**src/rtl/keylock_ctrl.sv**
```systemverilog
// Keypad lock supervisor: assembles strobed BCD digits, checks them against the stored code,
// limits failed attempts with a timed lockout and auto-relocks. Optional macro: KEYLOCK_PROG_EN.
module keylock_ctrl #(
  parameter int          CODE_LEN    = 6,
  parameter logic [31:0] CODE        = 32'h00335256,
  parameter int          MAX_FAIL    = 3,
  parameter int          LOCKOUT_CYC = 1000,
  parameter int          UNLOCK_CYC  = 500
) (
  input  logic       clk,
  input  logic       reset_n,
  input  logic       key_valid,
  input  logic [3:0] key,
  input  logic       relock,
  output logic       locked,
  output logic       lockout,
  output logic       busy,
  output logic [3:0] fail_count,
  output logic [3:0] digit_count
);

  localparam int TMAX = (LOCKOUT_CYC > UNLOCK_CYC) ? LOCKOUT_CYC : UNLOCK_CYC;
  localparam int TW   = ($clog2(TMAX) < 1) ? 1 : $clog2(TMAX);
  localparam int EW   = CODE_LEN * 4;
  localparam logic [TW-1:0] UNLOCK_LOAD  = TW'(UNLOCK_CYC - 1);
  localparam logic [TW-1:0] LOCKOUT_LOAD = TW'(LOCKOUT_CYC - 1);
  localparam logic [3:0]    LEN4         = 4'(CODE_LEN);
  localparam logic [3:0]    MAXF4        = 4'(MAX_FAIL);

  typedef enum logic [1:0] {
    S_ENTRY    = 2'd0,
    S_CHECK    = 2'd1,
    S_UNLOCKED = 2'd2,
    S_LOCKOUT  = 2'd3
  } state_t;

  state_t        state, state_n;
  logic [EW-1:0] entry, entry_n;
  logic [3:0]    dcnt_n, fcnt_n;
  logic [TW-1:0] timer, timer_n;
  logic [EW-1:0] stored_code;
  logic          is_digit;

  assign is_digit = (key <= 4'd9);

`ifdef KEYLOCK_PROG_EN
  logic [EW-1:0] code_reg, code_n, stage, stage_n;
  logic [3:0]    scnt, scnt_n;
  assign stored_code = code_reg;
`else
  assign stored_code = CODE[EW-1:0];
`endif

  always_comb begin
    state_n = state;
    entry_n = entry;
    dcnt_n  = digit_count;
    fcnt_n  = fail_count;
    timer_n = timer;
`ifdef KEYLOCK_PROG_EN
    code_n  = code_reg;
    stage_n = stage;
    scnt_n  = scnt;
`endif
    case (state)
      S_ENTRY: begin
        if (key_valid) begin
          if (is_digit) begin
            entry_n = {entry[EW-5:0], key};
            if (digit_count + 4'd1 == LEN4) begin
              state_n = S_CHECK;
              dcnt_n  = 4'd0;
            end else begin
              dcnt_n  = digit_count + 4'd1;
            end
          end else begin
            entry_n = '0;
            dcnt_n  = 4'd0;
          end
        end
      end
      S_CHECK: begin
        if (entry == stored_code) begin
          state_n = S_UNLOCKED;
          fcnt_n  = 4'd0;
          timer_n = UNLOCK_LOAD;
        end else if (fail_count + 4'd1 < MAXF4) begin
          state_n = S_ENTRY;
          fcnt_n  = fail_count + 4'd1;
        end else begin
          state_n = S_LOCKOUT;
          fcnt_n  = MAXF4;
          timer_n = LOCKOUT_LOAD;
        end
      end
      S_UNLOCKED: begin
        if (relock || timer == '0) begin
          state_n = S_ENTRY;
`ifdef KEYLOCK_PROG_EN
          stage_n = '0;
          scnt_n  = 4'd0;
`endif
        end else begin
          timer_n = timer - 1'b1;
`ifdef KEYLOCK_PROG_EN
          // A complete staged code becomes the new code and restarts the open window.
          if (key_valid) begin
            if (is_digit) begin
              if (scnt + 4'd1 == LEN4) begin
                code_n  = {stage[EW-5:0], key};
                timer_n = UNLOCK_LOAD;
                stage_n = '0;
                scnt_n  = 4'd0;
              end else begin
                stage_n = {stage[EW-5:0], key};
                scnt_n  = scnt + 4'd1;
              end
            end else begin
              stage_n = '0;
              scnt_n  = 4'd0;
            end
          end
`endif
        end
      end
      S_LOCKOUT: begin
        if (timer == '0) begin
          state_n = S_ENTRY;
          fcnt_n  = 4'd0;
        end else begin
          timer_n = timer - 1'b1;
        end
      end
      default: state_n = S_ENTRY;
    endcase
    // Any arrival in ENTRY from another state starts with an empty entry.
    if (state_n == S_ENTRY && state != S_ENTRY) begin
      entry_n = '0;
      dcnt_n  = 4'd0;
    end
  end

  always_ff @(posedge clk) begin
    if (!reset_n) begin
      state       <= S_ENTRY;
      entry       <= '0;
      digit_count <= 4'd0;
      fail_count  <= 4'd0;
      timer       <= '0;
      locked      <= 1'b1;
      lockout     <= 1'b0;
      busy        <= 1'b0;
    end else begin
      state       <= state_n;
      entry       <= entry_n;
      digit_count <= dcnt_n;
      fail_count  <= fcnt_n;
      timer       <= timer_n;
      locked      <= (state_n != S_UNLOCKED);
      lockout     <= (state_n == S_LOCKOUT);
      busy        <= (state_n == S_CHECK);
    end
  end

`ifdef KEYLOCK_PROG_EN
  always_ff @(posedge clk) begin
    if (!reset_n) begin
      code_reg <= CODE[EW-1:0];
      stage    <= '0;
      scnt     <= 4'd0;
    end else begin
      code_reg <= code_n;
      stage    <= stage_n;
      scnt     <= scnt_n;
    end
  end
`endif

endmodule

```
**config.mk**
```make
export PLATFORM = sky130hd
export DESIGN_NAME = keylock_ctrl
export DESIGN_NICKNAME = d
export VERILOG_FILES = /design/src/rtl/keylock_ctrl.sv
export SDC_FILE = /design/constraint.sdc
export NUM_CORES = 1
export LEC_CHECK = 0
export CAP_MARGIN = 0
export CELL_PAD_IN_SITES_DETAIL_PLACEMENT = 0
export CELL_PAD_IN_SITES_GLOBAL_PLACEMENT = 1
export CORE_AREA = 3 3 72 74
export DETAILED_ROUTE_END_ITERATION = 12
export DIE_AREA = 0 0 75 77
export GPL_TIMING_DRIVEN = 0
export PLACE_DENSITY = 0.89
export SLEW_MARGIN = 10
export SYNTH_ARGS = -nofsm -noshare
export SYNTH_HDL_FRONTEND = slang
export SYNTH_SLANG_ARGS = --single-unit
```
**constraint.sdc**
```tcl
create_clock -name clk -period 6.3 [get_ports clk]
set_input_delay 0.63 -clock clk [delete_from_list [all_inputs] [get_ports clk]]
set_output_delay 0.63 -clock clk [all_outputs]
set_load 0.02 [all_outputs]
```
=== Word-level counts from Yosys, hierarchy flattened ===
Cells that the tools add are included.
W data, S select, Z words.

* Input port bits: 8
* Flip-flop bits (word level): 47

* $lt $le $gt $ge: 2
* $add $sub $neg: 3
* Eq/ne operators: 12
* Reductions and logical operators: 12
* Multiplexer cells: 20
* Bitwise logic cells: 1

{| class="wikitable"
|+ Operators by type and width
! kind !! number
|-
| $mux W10 || 4
|-
| $pmux W10 S3 || 1
|-
| $eq A24 B22 Y1 const B || 1
|-
| $mux W24 || 1
|-
| $mux W4 || 5
|-
| $mux W2 || 7
|-
| $logic_not A10 Y1 || 1
|-
| $sub A10 B1 Y10 const B || 1
|-
| $add A4 B1 Y4 const B || 2
|-
| $ne A2 B2 Y1 const B || 4
|-
| $pmux W2 S4 || 1
|-
| $pmux W4 S2 || 1
|-
| $eq A2 B2 Y1 const B || 3
|-
| $eq A2 B1 Y1 const B || 2
|-
| $eq A4 B3 Y1 const B || 1
|-
| $le A4 B4 Y1 const B || 1
|-
| $logic_not A2 Y1 || 2
|-
| $lt A4 B2 Y1 const B || 1
|-
| $reduce_and A2 Y1 || 2
|-
| $reduce_and A4 Y1 || 1
|-
| $reduce_bool A2 Y1 || 2
|-
| $ne A3 B3 Y1 const B || 1
|-
| $reduce_bool A3 Y1 || 1
|-
| $reduce_or A2 Y1 || 1
|-
| other kinds (3) || 3
|}

=== Depth between registers and ports, before layout ===
* Depth in word-level cells: 9
* Gate-level depth with buffers: 8
* Mapped depth without buffers: 7

=== Worst setup path after synthesis ===
No wires, ideal clock.

* Kind: register -> register
* Start: reg fail_count[0]
* End: reg digit_count[1]
* Path slack: 4.114 ns
* Cell stages (with the launch flop): 9
* Setup time: 0.117 ns
* Data arrival time: 2.070 ns
* Data required time: 6.183 ns
* Cells stage by stage: dfxtp_1 -> inv_1 -> ha_1 -> or4_1 -> o41ai_1 -> o21ai_1 -> o221ai_4 -> buf_6 -> nor2_1

* Word-level cells in the longest chain between the ends: 8

{| class="wikitable"
|+ Ends and longest elaborated chain
! item !! RTL line !! RTL
|-
| start, declared || 18 || <nowiki>output logic [3:0] fail_count,</nowiki>
|-
| start signal, assigned || 157 || <nowiki>fail_count <= fcnt_n;</nowiki>
|-
| $add A4 B1 Y4 || 87 || <nowiki>end else if (fail_count + 4'd1 < MAXF4) begin</nowiki>
|-
| $lt A4 B2 Y1 || 87 ||
|-
| $mux W2 || 87 ||
|-
| $mux W2 || 83 || <nowiki>if (entry == stored_code) begin</nowiki>
|-
| $pmux W2 S4 || 65 || <nowiki>case (state)</nowiki>
|-
| $logic_not A2 Y1 || 137 || <nowiki>if (state_n == S_ENTRY && state != S_ENTRY) begin</nowiki>
|-
| $logic_and A1 B1 Y1 || 137 ||
|-
| $reduce_or A2 Y1 (no line) || - ||
|-
| end signal, assigned || 156 || <nowiki>digit_count <= dcnt_n;</nowiki>
|-
| end, declared || 19 || <nowiki>output logic [3:0] digit_count</nowiki>
|}

No other way between the ends.
A chain may end at the register's enable or synchronous reset.

=== Final worst setup path ===
* Start: in key_valid
* End: reg entry[20]

* Word-level cells in the longest chain between the ends: 5
* Elaborated cells on any way between the ends: 6

{| class="wikitable"
|+ Ends and longest elaborated chain
! item !! RTL line !! RTL
|-
| start, declared || 12 || <nowiki>input logic key_valid,</nowiki>
|-
| $mux W2 || 67 || <nowiki>if (key_valid) begin</nowiki>
|-
| $pmux W2 S4 || 65 ||
|-
| $logic_not A2 Y1 || 137 ||
|-
| $logic_and A1 B1 Y1 || 137 ||
|-
| $reduce_or A2 Y1 (no line) || - ||
|-
| end signal, assigned || 155 || <nowiki>entry <= entry_n;</nowiki>
|-
| end, declared || 38 || <nowiki>logic [EW-1:0] entry, entry_n;</nowiki>
|}

Several ways; a longest one is shown, not always the timed one.

==> results.py <==
metrics = {
    "status": {
        "status": "completed",
    },
    "finish": {
        "final_nets": 279,
        "num-fill-cells": 452,
        "antenna_cells": 0,
        "area_growth_pct": 17.5,
        "drive_gt1_frac": 0.0677,
        "final_common_cell": "dfxtp_1",
        "final_cell_mix": "dfxtp_1 (47), nor2_1 (36), a22oi_1 (26)",
        "instances_no_fill": 320,
    },
    "route": {
        "wl_um": 4530,
        "drt_pass1_iterations": 4,
        "drc": 0,
        "post_drt_wl_per_cell_um": 14.2,
        "drtIter0Drc": 110,
        "avgViaCountPerCell": 5.69,
        "vias": 1820,
        "antenna_left": 0,
    },
    "sta": {
        "finalHoldViolations": 0,
        "finalSetupTns_ns": 0,
        "finalClockSkew_ns": 0.0101,
        "setup_violations": 0,
        "period_share": 0.383,
        "worst_pin_slew_ns": 0.548,
        "timing.final.ws_setup_ns": 3.89,
        "slew_headroom": 0.630,
        "min_period_ns": 2.41,
        "fmax_ghz": 0.414,
        "rsz0062_at_grt": "no",
        "drv_slew": 0,
    },
    "power": {
        "switchingPower_w": 0.000119,
        "swShare": 0.202,
        "pwr_density_cell_nw_per_um2": 231,
        "power_frac_comb": 0.052,
        "p_clk_frac": 0.436,
        "power.total_w": 0.000589,
        "irDropWorstVdd_mv": 0.141,
        "leakage_nw": 0.928,
        "intPower_w": 0.000470,
        "seqPwrFrac": 0.512,
    },
    "setup_path": {
        "endpoint_kind": "register",
        "required_ns": 6.54,
        "r2r-start": "fail_count[0]",
        "criticalPathCategory": "primary input to register",
        "rr_worst_depth": 8,
        "cp_max_fo": 10,
        "crit_path_start": "key_valid",
        "worstSetupStartpointType": "primary input",
        "cp.arrival_ns": 2.65,
    },
    "logic_synthesis": {
        "synth_compound_area_frac": 0.225,
        "synth_top_area_frac": 0.433,
        "async_flop_share": 0,
        "synth_xor_area_frac": 0.0323,
        "ys_warn_count": 0,
        "synth-adder-area-share": 0.0346,
        "yosys.area.top_type": "dfxtp_1",
        "yosysUniqueCellTypes": 51,
        "syn_area_sq_um": 2170,
        "yosys.area_share.simple": 0.238,
        "ys_seq_area_frac": 0.433,
        "ys.flop_type": "dfxtp_1",
        "syn_nets": 254,
        "muxShareOfSynthArea": 0,
        "synth_top_family_by_area": "simple AND/OR/NAND/NOR gates",
        "ys_seq_elements": 47,
        "postSynthCellCount": 240,
        "synth.avg_cell_area_sq_um": 9.05,
        "synth_edf_count": 0,
        "synthTopCellsByArea": "dfxtp_1 (43%), a22oi_1 (9.0%), nor2_1 (6.2%), ha_1 (3.5%), xor2_1 (2.8%)",
    },
    "placement": {
        "place.gp.congestion": 0.781,
        "pre_cts_ws_ns": 3.58,
        "dp_hpwl_um": 3310,
        "port_buffers": 18,
        "place_inst": 312,
    },
    "die": {
        "rows": 25,
        "dieArea_sq_um": 5780,
        "core_sq_um": 4660,
        "die_x_um": 75,
        "start_util": 0.466,
        "die-height_um": 77,
        "io_pins": 19,
    },
    "global_routing": {
        "grt_overflow": 0,
        "grt_max_degree": 15,
        "grt_pass1_vias": 1675,
        "grt_util_met3": 0.0419,
        "busiest_layer": "met2",
        "use_met2": 0.260,
        "grt_util_met1": 0.230,
        "antenna_found_initial": 0,
        "grt_pass1_wl_um": 7750,
        "grt_use_total": 0.168,
    },
    "worst_hold_path": {
        "hold_start": "entry[1]",
        "hp-class": "register to register",
        "hold_depth": 2,
    },
    "cts": {
        "clk_latency_ns": 0.30,
        "cts_buffers": 5,
        "htree_levels": 2,
        "path_clk_slew_ns": 0.09,
        "cts_hold_buf": 0,
        "clockBufferDepth": 2,
        "post_cts_buffers": 0,
        "cts_tree": "done",
        "cts_resized": 0,
        "clock-sinks": 47,
        "clock-root-buffer": "clkbuf_8",
    },
    "run": {
        "drv_cap": 0,
    },
}
[state kept, by name (all words and copies together), names as in the netlist]
name,count
state,2
lockout,1
entry,24
digit_count,4
fail_count,4
locked,1
busy,1
timer,10
[path summary, 6_finish.rpt]
kind	end	slack [ns]
setup reg to reg	entry[9]	3.98
hold / removal	entry[1]	0.47
setup / recovery	entry[20]	3.89
hold reg to reg	entry[1]	0.47
[layout make-up]
| class | count | area [sq um] | area share |
|---|---|---|---|
| inverters | 6 | 22.5 | 0.00882 |
| repair buffers | 18 | 180 | 0.0706 |
| clock buffers | 6 | 72.6 | 0.0284 |
| plain buffers | 11 | 57.6 | 0.0225 |
| well taps | 54 | 67.6 | 0.0265 |
| clock inverters | 2 | 60.1 | 0.0235 |
| multi-input cells | 176 | 1150 | 0.451 |
| flip-flops and latches | 47 | 941 | 0.369 |
[cell usage after synthesis (3+ instances only)]
cell and count:
xor2_1 7, a21oi_1 9, nand3_1 4, nor4bb_1 3
clkbuf_1 8, nor4b_1 3, nand4_1 6, inv_1 6
nor2_1 36, ha_1 6, nand2_1 14, o21ai_0 6
nor2b_1 4, a22oi_1 26, dfxtp_1 47, nor3_1 5
and3_1 3
[stage by stage]
stage,util,area [sq um],hold WS [ns]
2_1_floorplan,-,2170,0.440
3_3_place_gp,0.519,2420,0.458
3_5_place_dp,0.519,2420,0.456
4_1_cts,0.548,2550,0.476
5_1_grt,0.548,2550,0.502
6_report,0.548,2550,0.472
[power by group through the flow]
stage	Clock, W	Sequential [W]	Combinational, W
floorplan	0	0.000309	0.0000184
global placement	0	0.000309	0.0000309
detailed placement	0	0.000309	0.0000308
CTS	0.000267	0.000302	0.0000309
global route	0.000277	0.000303	0.0000338
finish	0.000257	0.000302	0.0000306
[logic make-up (layout without fill, tap and decap cells)]
logic type,after synthesis,in the layout
AOI/OAI and AO/OA,64,64
xor gates and xnor gates,8,8
adders and majority gates,6,6
buffers and inverters,17,43
DFF,47,47
and+or+nand+nor,98,98
[metal layers]
layer / wire [um] / vias up
met1: 2230 / 867
met2: 2150 / 21
li1: - / 928
met3: 115 / 4
met4: 34 / 0
met5: 0 / -
[critical path, cell delays in order]
cell and delay [ns]:
clkdlybuf4s50_1 0.49, nor3b_1 0.48, and2_1 0.20, buf_2 0.21, clkbuf_1 0.39, a22oi_1 0.13, nor2_1 0.12
No activity file was read; power rests on OpenSTA's default activity.
